File: config.mk
export PLATFORM = sky130hd
export DESIGN_NAME = muldiv_unit
export DESIGN_NICKNAME = d
export VERILOG_FILES = /design/src/rtl/muldiv_unit.sv
export SDC_FILE = /design/constraint.sdc
export NUM_CORES = 1
export LEC_CHECK = 0
export BUFFER_PORTS_ARGS = -buffer_cell sky130_fd_sc_hd__buf_2
export CELL_PAD_IN_SITES_DETAIL_PLACEMENT = 1
export CELL_PAD_IN_SITES_GLOBAL_PLACEMENT = 1
export CORE_MARGIN = 3
export CORE_UTILIZATION = 30
export DETAILED_ROUTE_END_ITERATION = 8
export HOLD_SLACK_MARGIN = 0.05
export PLACE_DENSITY_LB_ADDON = 0.1
export SYNTH_ARGS = -nofsm -noshare
export SYNTH_HDL_FRONTEND = slang
export SYNTH_SLANG_ARGS = --single-unit
File: constraint.sdc
create_clock -name clk -period 6.6 [get_ports clk]
set_input_delay 0.66 -clock clk [delete_from_list [all_inputs] [get_ports clk]]
set_output_delay 0.66 -clock clk [all_outputs]
set_load 0.01 [all_outputs]
File: src/rtl/muldiv_unit.sv
// muldiv_unit
//   Iterative multiply/divide unit. It handles signed and unsigned multiply
//   (shift-add, full double-width product) and signed and unsigned divide
//   (restoring division). It performs one iteration per clock and takes
//   WIDTH iterations per operation. A divide by zero bypasses the datapath
//   and completes with dz set.
//
//   state | meaning
//   ------+---------------------------------------------------------------
//   IDLE  | waiting for start; operands are latched on the accepting edge
//   CALC  | iterating; cnt counts down to the final iteration
//   DONE  | one-cycle completion pulse; dz is valid here
//
// Ports
//   clk    : clock, rising-edge active
//   rst    : asynchronous active-high reset
//   start  : request a new operation (sampled only in IDLE)
//   op     : 00 MULT, 01 MULTU, 10 DIV, 11 DIVU
//   a, b   : rs / rt operands
//   busy   : high in CALC and DONE
//   done   : one-cycle completion pulse
//   dz     : divide-by-zero flag, only meaningful while done is high
//   hi, lo : result registers (product upper/lower, or remainder/quotient)
module muldiv_unit #(
  parameter int WIDTH = 32,
  parameter int CNT_W = 6
) (
  input  logic             clk,
  input  logic             rst,
  input  logic             start,
  input  logic [1:0]       op,
  input  logic [WIDTH-1:0] a,
  input  logic [WIDTH-1:0] b,
  output logic             busy,
  output logic             done,
  output logic             dz,
  output logic [WIDTH-1:0] hi,
  output logic [WIDTH-1:0] lo
);

  localparam logic [1:0] S_IDLE = 2'd0;
  localparam logic [1:0] S_CALC = 2'd1;
  localparam logic [1:0] S_DONE = 2'd2;

  logic [1:0]       state;
  logic [CNT_W-1:0] cnt;
  logic             is_div;
  logic             neg_res;
  logic             neg_rem;
  logic [WIDTH-1:0] acc_hi;
  logic [WIDTH-1:0] acc_lo;
  logic [WIDTH-1:0] mcand;

  // Operand magnitudes at the start edge; unsigned ops never negate.
  logic             a_neg;
  logic             b_neg;
  logic [WIDTH-1:0] a_mag;
  logic [WIDTH-1:0] b_mag;

  assign a_neg = ~op[0] & a[WIDTH-1];
  assign b_neg = ~op[0] & b[WIDTH-1];
  assign a_mag = a_neg ? -a : a;
  assign b_mag = b_neg ? -b : b;

  // One datapath step. Multiply shifts the partial product right; divide
  // shifts the remainder/quotient pair left and keeps the trial difference
  // when it does not borrow.
  logic [WIDTH:0]     mul_sum;
  logic [WIDTH:0]     div_shift;
  logic [WIDTH:0]     div_diff;
  logic [WIDTH-1:0]   nxt_hi;
  logic [WIDTH-1:0]   nxt_lo;
  logic [2*WIDTH-1:0] prod;
  logic [2*WIDTH-1:0] prod_fix;
  logic [WIDTH-1:0]   quo_fix;
  logic [WIDTH-1:0]   rem_fix;

  assign mul_sum   = {1'b0, acc_hi} + (acc_lo[0] ? {1'b0, mcand} : {(WIDTH+1){1'b0}});
  assign div_shift = {acc_hi, acc_lo[WIDTH-1]};
  assign div_diff  = div_shift - {1'b0, mcand};

  always_comb begin
    nxt_hi = '0;
    nxt_lo = '0;
    if (is_div) begin
      nxt_hi = div_diff[WIDTH] ? div_shift[WIDTH-1:0] : div_diff[WIDTH-1:0];
      nxt_lo = {acc_lo[WIDTH-2:0], ~div_diff[WIDTH]};
    end else begin
      nxt_hi = mul_sum[WIDTH:1];
      nxt_lo = {mul_sum[0], acc_lo[WIDTH-1:1]};
    end
  end

  // Sign correction is applied to the final step's outputs so the result
  // lands in hi/lo on the same edge that CALC ends.
  assign prod     = {nxt_hi, nxt_lo};
  assign prod_fix = neg_res ? -prod : prod;
  assign quo_fix  = neg_res ? -nxt_lo : nxt_lo;
  assign rem_fix  = neg_rem ? -nxt_hi : nxt_hi;

  always_ff @(posedge clk or posedge rst) begin
    if (rst) begin
      state   <= S_IDLE;
      cnt     <= '0;
      is_div  <= 1'b0;
      neg_res <= 1'b0;
      neg_rem <= 1'b0;
      acc_hi  <= '0;
      acc_lo  <= '0;
      mcand   <= '0;
      dz      <= 1'b0;
      hi      <= '0;
      lo      <= '0;
    end else begin
      case (state)
        S_IDLE: begin
          dz <= 1'b0;
          if (start) begin
            if (op[1] && (b == '0)) begin
              dz    <= 1'b1;
              state <= S_DONE;
            end else begin
              state   <= S_CALC;
              cnt     <= CNT_W'(WIDTH - 1);
              is_div  <= op[1];
              neg_res <= a_neg ^ b_neg;
              neg_rem <= op[1] & a_neg;
              acc_hi  <= '0;
              acc_lo  <= op[1] ? a_mag : b_mag;
              mcand   <= op[1] ? b_mag : a_mag;
            end
          end
        end
        S_CALC: begin
          acc_hi <= nxt_hi;
          acc_lo <= nxt_lo;
          if (cnt == '0) begin
            hi    <= is_div ? rem_fix : prod_fix[2*WIDTH-1:WIDTH];
            lo    <= is_div ? quo_fix : prod_fix[WIDTH-1:0];
            state <= S_DONE;
          end else begin
            cnt <= cnt - CNT_W'(1);
          end
        end
        S_DONE: begin
          dz    <= 1'b0;
          state <= S_IDLE;
        end
        default: begin
          dz    <= 1'b0;
          state <= S_IDLE;
        end
      endcase
    end
  end

  assign busy = (state != S_IDLE);
  assign done = (state == S_DONE);

endmodule

After elaboration in Yosys (flattened, before gate mapping) --
Index checks and enable logic that the tools add are counted.
Operators by class: add/subtract/negate cells 8, equal/unequal tests 6, multiplexer cells 30, bitwise operators 7, reductions and logical operators 11
Operator list (number):
- $mux W32 | 16
- $neg A32 Y32 | 4
- $pmux W32 S2 | 2
- $mux W64 | 1
- $neg A64 Y64 | 1
- $add A32 B32 Y33 | 1
- $sub A33 B32 Y33 | 1
- $logic_not A32 Y1 | 1
- $mux W6 | 3
- $pmux W6 S2 | 1
- $ne A2 B2 Y1 const B | 4
- $logic_not A6 Y1 | 1
- $mux W2 | 3
- $reduce_and A3 Y1 | 2
- $sub A6 B1 Y6 const B | 1
- $pmux W2 S2 | 1
- $reduce_and A2 Y1 | 2
- $reduce_and A4 Y1 | 1
- $reduce_bool A2 Y1 | 2
- $and A1 B1 Y1 | 3
- $not A1 Y1 | 3
- $eq A2 B1 Y1 const B | 1
- $eq A2 B2 Y1 const B | 1
- $logic_not A2 Y1 | 1
- 4 further kinds | 5
Storage, ports and cells: flip-flop bits (word level) 172, bits of input ports 69, output and inout port bits 67, word-level logic and storage cells 73

Depth between registers and ports, before layout --
word-level depth 7, gate-level depth with buffers 24, depth with buffers taken out 22

Worst setup path after synthesis --
OpenSTA, ideal clock, no wires.
path kind reg2reg, start point register acc_lo[31], end point register hi[22], library setup time 132 ps, arrival time 4631 ps, data required time 6468 ps, setup slack 1837 ps, cell stages (with the launch flop) 24, buffers on the path 3, clock period less this slack 4763 ps, cells stage by stage dfrtp_1 inv_1 ha_1 fa_1 nand2b_1 a21oi_1 o21ai_1 o21ai_4 mux2i_2 nand2_2 buf_4 clkbuf_1 a21oi_1 nand2_1 o21ai_0 ha_1 o311ai_1 or3b_1 or2_1 buf_2 o41ai_2 o22ai_1 xnor2_1 o21ai_1
Between the ends: longest elaborated chain between the ends 6
RTL lines:
- start: declaration | line 51 | logic [WIDTH-1:0] acc_lo;
- start signal: assignment | line 129 | acc_lo <= op[1] ? a_mag : b_mag;
- start signal: assignment | line 136 | acc_lo <= nxt_lo;
- $sub A33 B32 Y33 | line 80 | assign div_diff = div_shift - {1'b0, mcand};
- $mux W32 / $not A1 Y1 (equally long branches) | line 86, 87
- $mux W32 | line 85 | if (is_div) begin
- $neg A64 Y64 / $neg A32 Y32 (equally long branches) | line 97, 99
- $mux W64 / $mux W32 (equally long branches) | line 97, 99
- $mux W32 (*) | line 138 | hi <= is_div ? rem_fix : prod_fix[2*WIDTH-1:WIDTH];
- end signal: assignment | line 138
- end: declaration | line 37 | output logic [WIDTH-1:0] hi,
Every way passes the cells marked *; elsewhere a longest branch is shown, timed or not. A chain may end at the register's enable or synchronous reset.

Worst setup path after layout --
start point register acc_lo[31], end point register hi[30]
Same word-level chain as after synthesis.

==> impl_metrics.tcl <==
set metrics [dict create \
    drtIter0Drc 776 \
    grt_pass1_wl_um 95330 \
    place_area_mm2 0.01653 \
    relSlewSlack_pct 26.68 \
    via_per_inst 5.460 \
    tightest_slew_ns 1.100 \
    top_usage_layer "met2" \
    postCtsSetupBuffers 0 \
    final_antenna_net_count 0 \
    clkSinkCount 172 \
    required_ns 6.92 \
    rows 81 \
    finalNetCount 2187 \
    wl_per_cell_um 22.97 \
    area_delta_synth_final_pct 13.17 \
    die_w_um 230.6 \
    period_share_pct 86.28 \
    synthFlopType "dfrtp_1" \
    max_stage_delay_ns 0.50 \
    synth_top_cell_by_area "dfrtp_1" \
    antenna_found_initial 4 \
    final_area_mm2 0.01713 \
    clk_pin_slew_ns 0.08 \
    hold_viol 0 \
    start_kind "flip-flop" \
    max_cap_viol_count 0 \
    skew_ns 0.01692 \
    r2r-start "acc_lo[31]" \
    drive_gt1_share_pct 13.36 \
    crit_path_top_delay_cell "or3_1" \
    firstDrtPassIters 7 \
    max-vdd-ir-drop_v 0.0003106 \
    netlist_instances 1962 \
    grt_use_met2_pct 41.52 \
    synth_area_mm2 0.01513 \
    avgSynthCellArea_um2 7.713 \
    p_leak_nw 7.336 \
    crit_start "acc_lo[31]" \
    grt_max_degree 131 \
    ys_ff_latch 172 \
    cts_buffer_depth 2 \
    utilization_pct 34.70 \
    synth_cell_types 93 \
    insertion_delay_ns 0.48 \
    io-pin-count 136 \
    p_per_area_mw_per_mm2 680.3 \
    critPathCaptureType "flip-flop" \
    grt_util_all_layers_pct 23.44 \
    synth_edf_count 0 \
    die_h_um 230.6 \
    reg2regPathDepth 22 \
    h-tree-depth 4 \
    report.final.slew_viol_count 0 \
    fin_crit_ns 5.694 \
    cts_resized 0 \
    met1_usage_pct 29.39 \
    use_met3_pct 3.566 \
    crit_chain "inv_1 -> ha_1 -> fa_1 -> nand2b_1 -> a21oi_1 -> o21ai_1 -> o21ai_4 -> mux2_4 -> nor3_1 -> a21oi_1 -> ha_1 -> o21a_1 -> o211ai_1 -> or3_1 -> nand2b_1 -> nand2b_1 -> nand2_1 -> nand3_1 -> o21ai_1 -> a31oi_1 -> xor2_1 -> o21ai_1" \
    setup_viol 0 \
    core_area_mm2 0.04936 \
    cts_tree "built" \
    port_buffers 135 \
    drc 0 \
    initial_core_util_pct 30.66 \
    cp_max_fo 14 \
    synth_top_area_share_pct 28.44 \
    hold_buffers 0 \
    overflow 0 \
    max_clock_freq_mhz 175.6 \
    wl_um 62580 \
    arrival_ns 6.01 \
    cts_root_buf "clkbuf_16" \
    worstSetupPathType "reg -> reg" \
    synth.net_count 2102 \
    yosysWarnings 0 \
    hpwlAfterDp_um 49630 \
    grt_pass1_vias 15374 \
    tns_ns 0 \
    hold_class "in -> async" \
    detailroute.via_count 14874 \
    dieArea_mm2 0.05317 \
    rsz0062_at_grt "false" \
    synthTopCellsByArea "dfrtp_1, o21ai_0, nand2_1" \
    gp_congestion 0.8995 \
    cts_buffers 17 \
    async_flop_share_pct 100.0 \
    yosysSeqAreaShare_pct 28.44 \
    run_status "complete, no violations" \
]
[layout by cell type, fill, tap and decap left out, types with 17 or more instances in the layout]
| cell | count |
|---|---|
| a21o_1 | 20 |
| a21oi_1 | 176 |
| a22o_1 | 25 |
| a31oi_1 | 26 |
| and2_1 | 39 |
| buf_2 | 135 |
| buf_4 | 40 |
| clkbuf_16 | 17 |
| dfrtp_1 | 171 |
| ha_1 | 69 |
| inv_1 | 72 |
| mux2_2 | 19 |
| mux2i_1 | 20 |
| nand2_1 | 246 |
| nand2b_1 | 19 |
| nand3_1 | 23 |
| nor2_1 | 171 |
| nor3_1 | 60 |
| nor4_1 | 18 |
| o21ai_0 | 199 |
| o21ai_1 | 26 |
| xnor2_1 | 98 |
| xor2_1 | 76 |
[report_power, final]
group | internal (W) | switching (W) | leakage [nW]
clock network | 0.000577 | 0.000513 | 0.289
registers | 0.00153 | 0.000548 | 2.17
logic | 0.00317 | 0.00531 | 4.87
total | 0.00528 | 0.00637 | 7.34
[sequential cells by signal (all words and copies together), names as in the netlist]
register,count
acc_hi,32
acc_lo,32
hi,32
lo,32
mcand,32
cnt,6
state,2
dz,1
is_div,1
neg_rem,1
neg_res,1
[worst paths after layout]
path	slack (ns)	to
setup / recovery	0.91	hi[30]
hold / removal	0.21	hi[29]
setup reg to reg	0.91	hi[30]
hold reg to reg	0.47	cnt[0]
max in group asynchronous	5.01	is_div
min in group clk	0.47	cnt[0]
[per-layer routing]
layer  vias up  wire length (µm)
met1      7333             27190
li1       7196                 -
met5         -                10
met3        62              2425
met4         2              1608
met2       281             31340
[cells in the mapped netlist (10+ instances only)]
cell / n
nor2_1: 172
o21a_1: 11
o31ai_1: 15
nor4_1: 18
xor2_1: 76
buf_2: 10
clkbuf_1: 89
inv_1: 73
or2_2: 12
o21ai_0: 199
nand2_1: 247
ha_1: 69
a31oi_1: 26
a21oi_1: 176
and2_1: 39
o21ai_1: 26
mux2i_1: 20
a21o_1: 21
dfrtp_1: 172
nor2b_1: 10
a211oi_1: 10
nor3_1: 60
xnor2_1: 98
a22o_1: 25
and3_1: 12
mux2_2: 19
o211ai_1: 14
nand2b_1: 19
nand3_1: 23
nand4_1: 16
or3_1: 15
[stage by stage]
step | cells | setup slack [ns] | hold slack, ns | total power [W]
detailed placement | 2692 | 0.9708 | 0.4661 | 0.01060
floorplan | 1962 | 1.280 | 0.4396 | 0.007649
finish | 2724 | 0.9056 | 0.2129 | 0.01165
global route | 2724 | 0.4884 | 0.2482 | 0.01262
global placement | 2692 | 1.030 | 0.4555 | 0.01053
CTS | 2723 | 0.9323 | 0.2187 | 0.01175
[worst max-delay path: cells and delay by family (launching register included)]
family | cells | cell delay (ns)
buffers and inverters | 1 | 0.07
XOR/XNOR | 1 | 0.18
AO/OA/AOI/OAI | 9 | 1.84
AND/OR/NAND/NOR | 7 | 1.80
multiplexers | 1 | 0.33
flip-flops | 1 | 0.44
adder cells (fa/ha/maj) | 3 | 0.86
[cells by family (layout without fill, tap and decap cells)]
| logic type | count (synthesis) | count (layout) | share of synthesized area [%] |
|---|---|---|---|
| other | 0 | 1 | 0 |
| DFF | 172 | 172 | 28.44 |
| buffers and inverters | 184 | 281 | 4.771 |
| xor gates and xnor gates | 174 | 174 | 10.07 |
| muxes | 41 | 41 | 2.927 |
| and+or+nand+nor | 677 | 677 | 20.97 |
| adders and majority gates | 71 | 71 | 5.970 |
| AOI/OAI and AO/OA | 643 | 643 | 26.85 |
[area by class of cell]
| class | count | area (µm²) |
|---|---|---|
| multi-input combinational | 1606 | 10120 |
| tap | 664 | 830.8 |
| clock buffer | 18 | 439.2 |
| fill | 6075 | 32230 |
| timing repair buffer | 175 | 975.9 |
| sequential | 172 | 4308 |
| inverter | 75 | 286.5 |
| clock inverter | 13 | 157.7 |
| antenna | 1 | 2.502 |
Note: power is estimated with default switching activity, not from simulation.
